[src/rtl/word_catcher_pkg.sv]
// Shared definitions for the word_catcher serial receiver: RX FSM encoding,
// default timing parameters and the word length ceiling.
package word_catcher_pkg;

  typedef enum logic [2:0] {
    ST_IDLE      = 3'd0,
    ST_START     = 3'd1,
    ST_DATA      = 3'd2,
    ST_STOP      = 3'd3,
    ST_WAIT_HIGH = 3'd4
  } rx_state_t;

  localparam int CLKS_PER_BIT_DEF = 10417;
  localparam int GAP_CLKS_DEF     = 200000;
  localparam int WORD_LEN_MAX     = 63;

endpackage

[src/rtl/cereal_rx.sv]
// 8N1 receiver: 2-flop synchronizer, mid-bit sampling FSM, one-cycle
// char_valid / frame_err pulses registered one cycle after the stop sample.
module cereal_rx
  import word_catcher_pkg::*;
#(
  parameter int CLKS_PER_BIT = CLKS_PER_BIT_DEF
) (
  input  logic       sysclk,
  input  logic       rst_n,
  input  logic       rx,
  output logic [7:0] char_data,
  output logic       char_valid,
  output logic       frame_err,
  output logic       busy,
  output logic       start_det,
  output logic [2:0] rx_state
);

  localparam int CNT_W = $clog2(CLKS_PER_BIT);
  localparam logic [CNT_W-1:0] FULL_M1 = CNT_W'(CLKS_PER_BIT - 1);
  localparam logic [CNT_W-1:0] HALF_M1 = CNT_W'(CLKS_PER_BIT / 2 - 1);

  rx_state_t        state_q, state_d;
  logic             sync1, rxs;
  logic [CNT_W-1:0] cnt_q;
  logic [2:0]       bit_q;
  logic [7:0]       shift_q;
  logic             load_half, load_full, shift_en, good_stop, bad_stop;
  logic             cnt_zero;

  assign cnt_zero  = (cnt_q == '0);
  assign start_det = (state_q == ST_IDLE) && !rxs;
  assign busy      = (state_q != ST_IDLE);
  assign rx_state  = state_q;

  always_comb begin
    state_d   = state_q;
    load_half = 1'b0;
    load_full = 1'b0;
    shift_en  = 1'b0;
    good_stop = 1'b0;
    bad_stop  = 1'b0;
    case (state_q)
      ST_IDLE: begin
        if (!rxs) begin
          state_d   = ST_START;
          load_half = 1'b1;
        end
      end
      ST_START: begin
        // A start bit that is high again at mid-bit was a glitch.
        if (cnt_zero) begin
          if (!rxs) begin
            state_d   = ST_DATA;
            load_full = 1'b1;
          end else begin
            state_d = ST_IDLE;
          end
        end
      end
      ST_DATA: begin
        if (cnt_zero) begin
          shift_en  = 1'b1;
          load_full = 1'b1;
          if (bit_q == 3'd7) state_d = ST_STOP;
        end
      end
      ST_STOP: begin
        if (cnt_zero) begin
          if (rxs) begin
            good_stop = 1'b1;
            state_d   = ST_IDLE;
          end else begin
            bad_stop = 1'b1;
            state_d  = ST_WAIT_HIGH;
          end
        end
      end
      ST_WAIT_HIGH: begin
        if (rxs) state_d = ST_IDLE;
      end
      default: state_d = ST_IDLE;
    endcase
  end

  always_ff @(posedge sysclk or negedge rst_n) begin
    if (!rst_n) begin
      state_q    <= ST_IDLE;
      sync1      <= 1'b1;
      rxs        <= 1'b1;
      cnt_q      <= '0;
      bit_q      <= 3'd0;
      shift_q    <= 8'h00;
      char_data  <= 8'h00;
      char_valid <= 1'b0;
      frame_err  <= 1'b0;
    end else begin
      state_q    <= state_d;
      sync1      <= rx;
      rxs        <= sync1;
      char_valid <= good_stop;
      frame_err  <= bad_stop;
      if (load_half)      cnt_q <= HALF_M1;
      else if (load_full) cnt_q <= FULL_M1;
      else if (!cnt_zero) cnt_q <= cnt_q - 1'b1;
      if (state_q == ST_START) bit_q <= 3'd0;
      else if (shift_en)       bit_q <= bit_q + 3'd1;
      if (shift_en)  shift_q   <= {rxs, shift_q[7:1]};
      if (good_stop) char_data <= shift_q;
    end
  end

endmodule

[src/rtl/word_catcher.sv]
// Groups received characters into words separated by idle gaps and reports
// each closed word's length, mod-256 checksum and overflow flag.
module word_catcher
  import word_catcher_pkg::*;
#(
  parameter int CLKS_PER_BIT = CLKS_PER_BIT_DEF,
  parameter int GAP_CLKS     = GAP_CLKS_DEF,
  parameter int GAP_W        = 18
) (
  input  logic       sysclk,
  input  logic       rst_n,
  input  logic       rx,
  output logic [7:0] char_data,
  output logic       char_valid,
  output logic       frame_err,
  output logic       word_done,
  output logic [5:0] word_len,
  output logic [7:0] word_sum,
  output logic       word_ovf,
  output logic       busy
);

  localparam logic [GAP_W-1:0] GAP_LAST = GAP_W'(GAP_CLKS - 1);
  localparam logic [5:0]       LEN_MAX  = 6'(WORD_LEN_MAX);

  logic             start_det;
  logic [2:0]       rx_state;
  logic [GAP_W-1:0] gap_q;
  logic [5:0]       len_acc;
  logic [7:0]       sum_acc;
  logic             ovf_acc;

  cereal_rx #(
    .CLKS_PER_BIT(CLKS_PER_BIT)
  ) u_rx (
    .sysclk    (sysclk),
    .rst_n     (rst_n),
    .rx        (rx),
    .char_data (char_data),
    .char_valid(char_valid),
    .frame_err (frame_err),
    .busy      (busy),
    .start_det (start_det),
    .rx_state  (rx_state)
  );

  // A start bit seen on the closing cycle wins: the word stays open.
  always_ff @(posedge sysclk or negedge rst_n) begin
    if (!rst_n) begin
      gap_q     <= '0;
      len_acc   <= 6'd0;
      sum_acc   <= 8'h00;
      ovf_acc   <= 1'b0;
      word_done <= 1'b0;
      word_len  <= 6'd0;
      word_sum  <= 8'h00;
      word_ovf  <= 1'b0;
    end else begin
      word_done <= 1'b0;
      if (char_valid) begin
        if (len_acc != LEN_MAX) len_acc <= len_acc + 6'd1;
        else                    ovf_acc <= 1'b1;
        sum_acc <= sum_acc + char_data;
        gap_q   <= '0;
      end else if ((rx_state != ST_IDLE) || start_det) begin
        gap_q <= '0;
      end else if (len_acc != 6'd0) begin
        if (gap_q == GAP_LAST) begin
          word_done <= 1'b1;
          word_len  <= len_acc;
          word_sum  <= sum_acc;
          word_ovf  <= ovf_acc;
          len_acc   <= 6'd0;
          sum_acc   <= 8'h00;
          ovf_acc   <= 1'b0;
          gap_q     <= '0;
        end else begin
          gap_q <= gap_q + 1'b1;
        end
      end
    end
  end

endmodule

[config.mk]
export PLATFORM = sky130hd
export DESIGN_NAME = word_catcher
export DESIGN_NICKNAME = d
export VERILOG_FILES = /design/src/rtl/word_catcher_pkg.sv /design/src/rtl/cereal_rx.sv /design/src/rtl/word_catcher.sv
export SDC_FILE = /design/constraint.sdc
export NUM_CORES = 1
export LEC_CHECK = 0
export BUFFER_PORTS_ARGS = -buffer_cell sky130_fd_sc_hd__buf_2
export CAP_MARGIN = 15
export CORE_MARGIN = 4
export CORE_UTILIZATION = 61
export CTS_BUF_LIST = sky130_fd_sc_hd__clkbuf_2
export CTS_CLUSTER_DIAMETER = 80
export DETAILED_ROUTE_END_ITERATION = 8
export PLACE_DENSITY = 0.85
export SLEW_MARGIN = 30
export SYNTH_ARGS = -nofsm -noshare
export SYNTH_HDL_FRONTEND = slang
export SYNTH_SLANG_ARGS = --single-unit
[constraint.sdc]
create_clock -name sysclk -period 2.5 [get_ports sysclk]
set_input_delay 0.125 -clock sysclk [delete_from_list [all_inputs] [get_ports sysclk]]
set_output_delay 0.125 -clock sysclk [all_outputs]
set_load 0.05 [all_outputs]
==> results.sh <==
export IMPL_placed_area_um2=4800
export IMPL_layout_commonest_cell="dfrtp_1"
export IMPL_p_total_w=0.00235
export IMPL_path_clk_slew_ps=260
export IMPL_crit_path_start_kind="register"
export IMPL_synth_edf_count=0
export IMPL_dpl_hpwl_um=6330
export IMPL_yosys_warnings=0
export IMPL_hp_class="in -> async"
export IMPL_drc=0
export IMPL_avgRoutedWirePerCell_um=15.9
export IMPL_cts_max_level=3
export IMPL_synth_flop_cell="dfrtp_1"
export IMPL_fillerInstances=480
export IMPL_min_period_ps=2350
export IMPL_status="complete, no violations"
export IMPL_syn_nets=436
export IMPL_grt_max_degree=59
export IMPL_antenna_found_initial=0
export IMPL_path_max_fanout=17
export IMPL_yosysUniqueCellTypes=55
export IMPL_max_clock_freq_ghz=0.425
export IMPL_n_antenna_cell=0
export IMPL_cp_startpoint="len_acc[1]$_DFFE_PN0P_"
export IMPL_maxCapViolCount=0
export IMPL_num_nets_final=483
export IMPL_drt_wl_total_um=9030
export IMPL_syn_to_final_growth_pct=11.9
export IMPL_r2r_setup_slack_ps=150
export IMPL_drive_gt1_share_pct=23.4
export IMPL_cts_tree="built"
export IMPL_endpoint_kind="register"
export IMPL_netlist_instances=418
export IMPL_rsz0062_at_grt="false"
export IMPL_relSlewSlack_pct=52.3
export IMPL_setup_tns_ps=0
export IMPL_ys_seq_elements=89
export IMPL_reg2reg_depth=8
export IMPL_async_flop_share_pct=100
export IMPL_grt_overflow=0
export IMPL_cts_sinks=89
export IMPL_powerDensity_nw_per_um2=471
export IMPL_leakagePower_nw=2.41
export IMPL_start_util_pct=64.0
export IMPL_routabilityCongestion=0.823
export IMPL_clk_latency_ps=560
export IMPL_viasPerCell=5.96
export IMPL_whs_ps=115
export IMPL_firstDrtPassIters=5
export IMPL_crit_arrival_ps=2820
export IMPL_die_x_um=93.4
export IMPL_hold_violations=0
export IMPL_critPathMaxStageDelay_ps=480
export IMPL_postRouteAntennaNets=0
export IMPL_postCtsSetupBuffers=0
export IMPL_worstMarginPinSlew_ps=715
export IMPL_drt_initial_drc_count=253
export IMPL_vias=3371
export IMPL_clk_root_buffer_cell="clkbuf_2"
export IMPL_ioPinCount=30
export IMPL_syn_area_um2=4450
export IMPL_crit_chain="inv_1, ha_1, or4b_4, or2_2, nand3_1, or2_1, buf_12, mux2_2"
export IMPL_cts_buffer_depth=2
export IMPL_critPathCapture="word_sum[2]$_DFFE_PN0P_"
export IMPL_port_buffers=29
export IMPL_dp_cells=548
export IMPL_timing_final_crit_share_pct=94.2
export IMPL_grt_pass1_vias=3330
export IMPL_cpMaxStageDelayCell="or4b_4"
export IMPL_mostFrequentLayoutCells="dfrtp_1 (87), nand2_1 (35), nor2_1 (34)"
export IMPL_grt_pass1_wl_um=15200
export IMPL_rows=30
export IMPL_stdcell_area_um2=4980
export IMPL_instances_no_fill=566
export IMPL_finalSetupViolations=0
export IMPL_cp_required_ps=2960
export IMPL_dieHeight_um=93.4
export IMPL_synth_seq_area_share_pct=50.1
export IMPL_core_um2=6940
export IMPL_numCtsBuffers=9
export IMPL_max_vdd_ir_drop_mv=0.342
export IMPL_r2r_start="len_acc[1]$_DFFE_PN0P_"
export IMPL_grt_total_usage_pct=21.7
export IMPL_r2r_end="word_sum[2]$_DFFE_PN0P_"
export IMPL_dieArea_um2=8720
export IMPL_synth_avg_cell_area_um2=10.6
export IMPL_finClkSkew_ps=38.1
export IMPL_slew_violations=0
export IMPL_worstSetupPathType="reg -> reg"
==> cells in the mapped netlist (all sizes together) (2+ instances only) <==
| master | instances | area [um^2] |
|---|---|---|
| a211oi | 4 | 30.0 |
| a21o | 2 | 15.0 |
| a21oi | 27 | 135 |
| a311oi | 3 | 26.3 |
| a31oi | 7 | 43.8 |
| and2 | 3 | 18.8 |
| and3 | 6 | 37.5 |
| buf | 4 | 32.5 |
| clkbuf | 11 | 41.3 |
| dfrtp | 87 | 2180 |
| dfstp | 2 | 52.6 |
| ha | 14 | 175 |
| inv | 10 | 37.5 |
| mux2 | 31 | 379 |
| mux2i | 3 | 30.0 |
| nand2 | 35 | 131 |
| nand2b | 4 | 25.0 |
| nand3 | 18 | 90.1 |
| nand4 | 5 | 31.3 |
| nand4b | 5 | 43.8 |
| nor2 | 34 | 128 |
| nor2b | 5 | 31.3 |
| nor3 | 7 | 46.3 |
| nor4 | 6 | 37.5 |
| nor4b | 3 | 38.8 |
| o211ai | 6 | 45.0 |
| o21ai | 23 | 115 |
| o2bb2ai | 2 | 17.5 |
| o311ai | 2 | 17.5 |
| or2 | 4 | 25.0 |
| or3 | 6 | 37.5 |
| or3b | 2 | 17.5 |
| or4 | 2 | 15.0 |
| or4b | 4 | 43.8 |
| xnor2 | 6 | 52.6 |
| xor2 | 12 | 105 |
==> where the power goes <==
part	total (W)	internal, W	switching, W	leakage (nW)
logic	0.0000376	0.00000798	0.0000296	1.12
clock network	0.000859	0.000349	0.000510	0.0851
registers	0.00145	0.00145	0.00000232	1.20
==> final cells by class <==
type | instances | area [um^2] | share of cell area (%)
well taps | 96 | 120 | 2.41
multi-input cells | 304 | 2110 | 42.5
clock buffers | 10 | 50.0 | 1.01
flip-flops and latches | 89 | 2230 | 44.8
repair buffers | 51 | 330 | 6.64
clock inverters | 6 | 96.3 | 1.94
inverters | 10 | 37.5 | 0.754
==> metal layers <==
metal / track usage, % / share of wire [%] / wire [um]
met1: 28.8 / 44 / 3930
met2: 34.7 / 49 / 4420
met4: 7.57 / 1.0 / 93
met3: 5.23 / 6.4 / 577
met5: 0 / 0 / 0
==> sequential cells by signal (all words and copies together) (netlist names) <==
name,cells
ovf_acc,1
u_rx.cnt_q,14
u_rx.char_valid,1
u_rx.rx_state,3
u_rx.frame_err,1
word_len,6
sum_acc,8
word_sum,8
word_done,1
u_rx.rxs,1
gap_q,18
u_rx.shift_q,8
word_ovf,1
len_acc,6
u_rx.bit_q,3
u_rx.sync1,1
u_rx.char_data,8
==> logic make-up after synthesis <==
| kind of cell | Yosys count | share of synthesized area [%] |
|---|---|---|
| AO/OA/AOI/OAI | 85 | 11.7 |
| XOR/XNOR | 18 | 3.55 |
| AND/OR/NAND/NOR | 152 | 18.5 |
| adder cells (fa/ha/maj) | 15 | 4.39 |
| flip-flops | 89 | 50.1 |
| multiplexers | 34 | 9.20 |
| buffers and inverters | 25 | 2.50 |
==> repair_timing <==
action                                 4_1_cts  5_1_grt
endpoints found under the hold margin       56        0
setup endpoints to repair                    0        4
hold buffers                                 2        0
resized for setup                            0        2
==> worst max-delay path, delay by kind of cell, from the launching register on <==
kind	cells	cell delay, ps
buffers and inverters	2	260
muxes	1	350
and+or+nand+nor	4	1060
adders and majority gates	1	140
DFF	1	460
==> worst min path at each step <==
stage                     start                 endpoint  cells past startpoint
after floorplan           rst_n     gap_q[0]$_DFFE_PN0P_                      0
after global placement    rst_n    gap_q[13]$_DFFE_PN0P_                      1
after detailed placement  rst_n    gap_q[13]$_DFFE_PN0P_                      1
after CTS                 rst_n  word_len[5]$_DFFE_PN0P_                      2
after global routing      rst_n  word_len[5]$_DFFE_PN0P_                      2
final                     rst_n  word_len[5]$_DFFE_PN0P_                      2
==> stage by stage <==
step	util (%)	worst slack, ps
finish	71.7	145
CTS	71.6	66.1
global route	71.7	50.3
global placement	69.2	162
detailed placement	69.2	69.9
floorplan	-	217
Power figures use the tool's default switching activity.
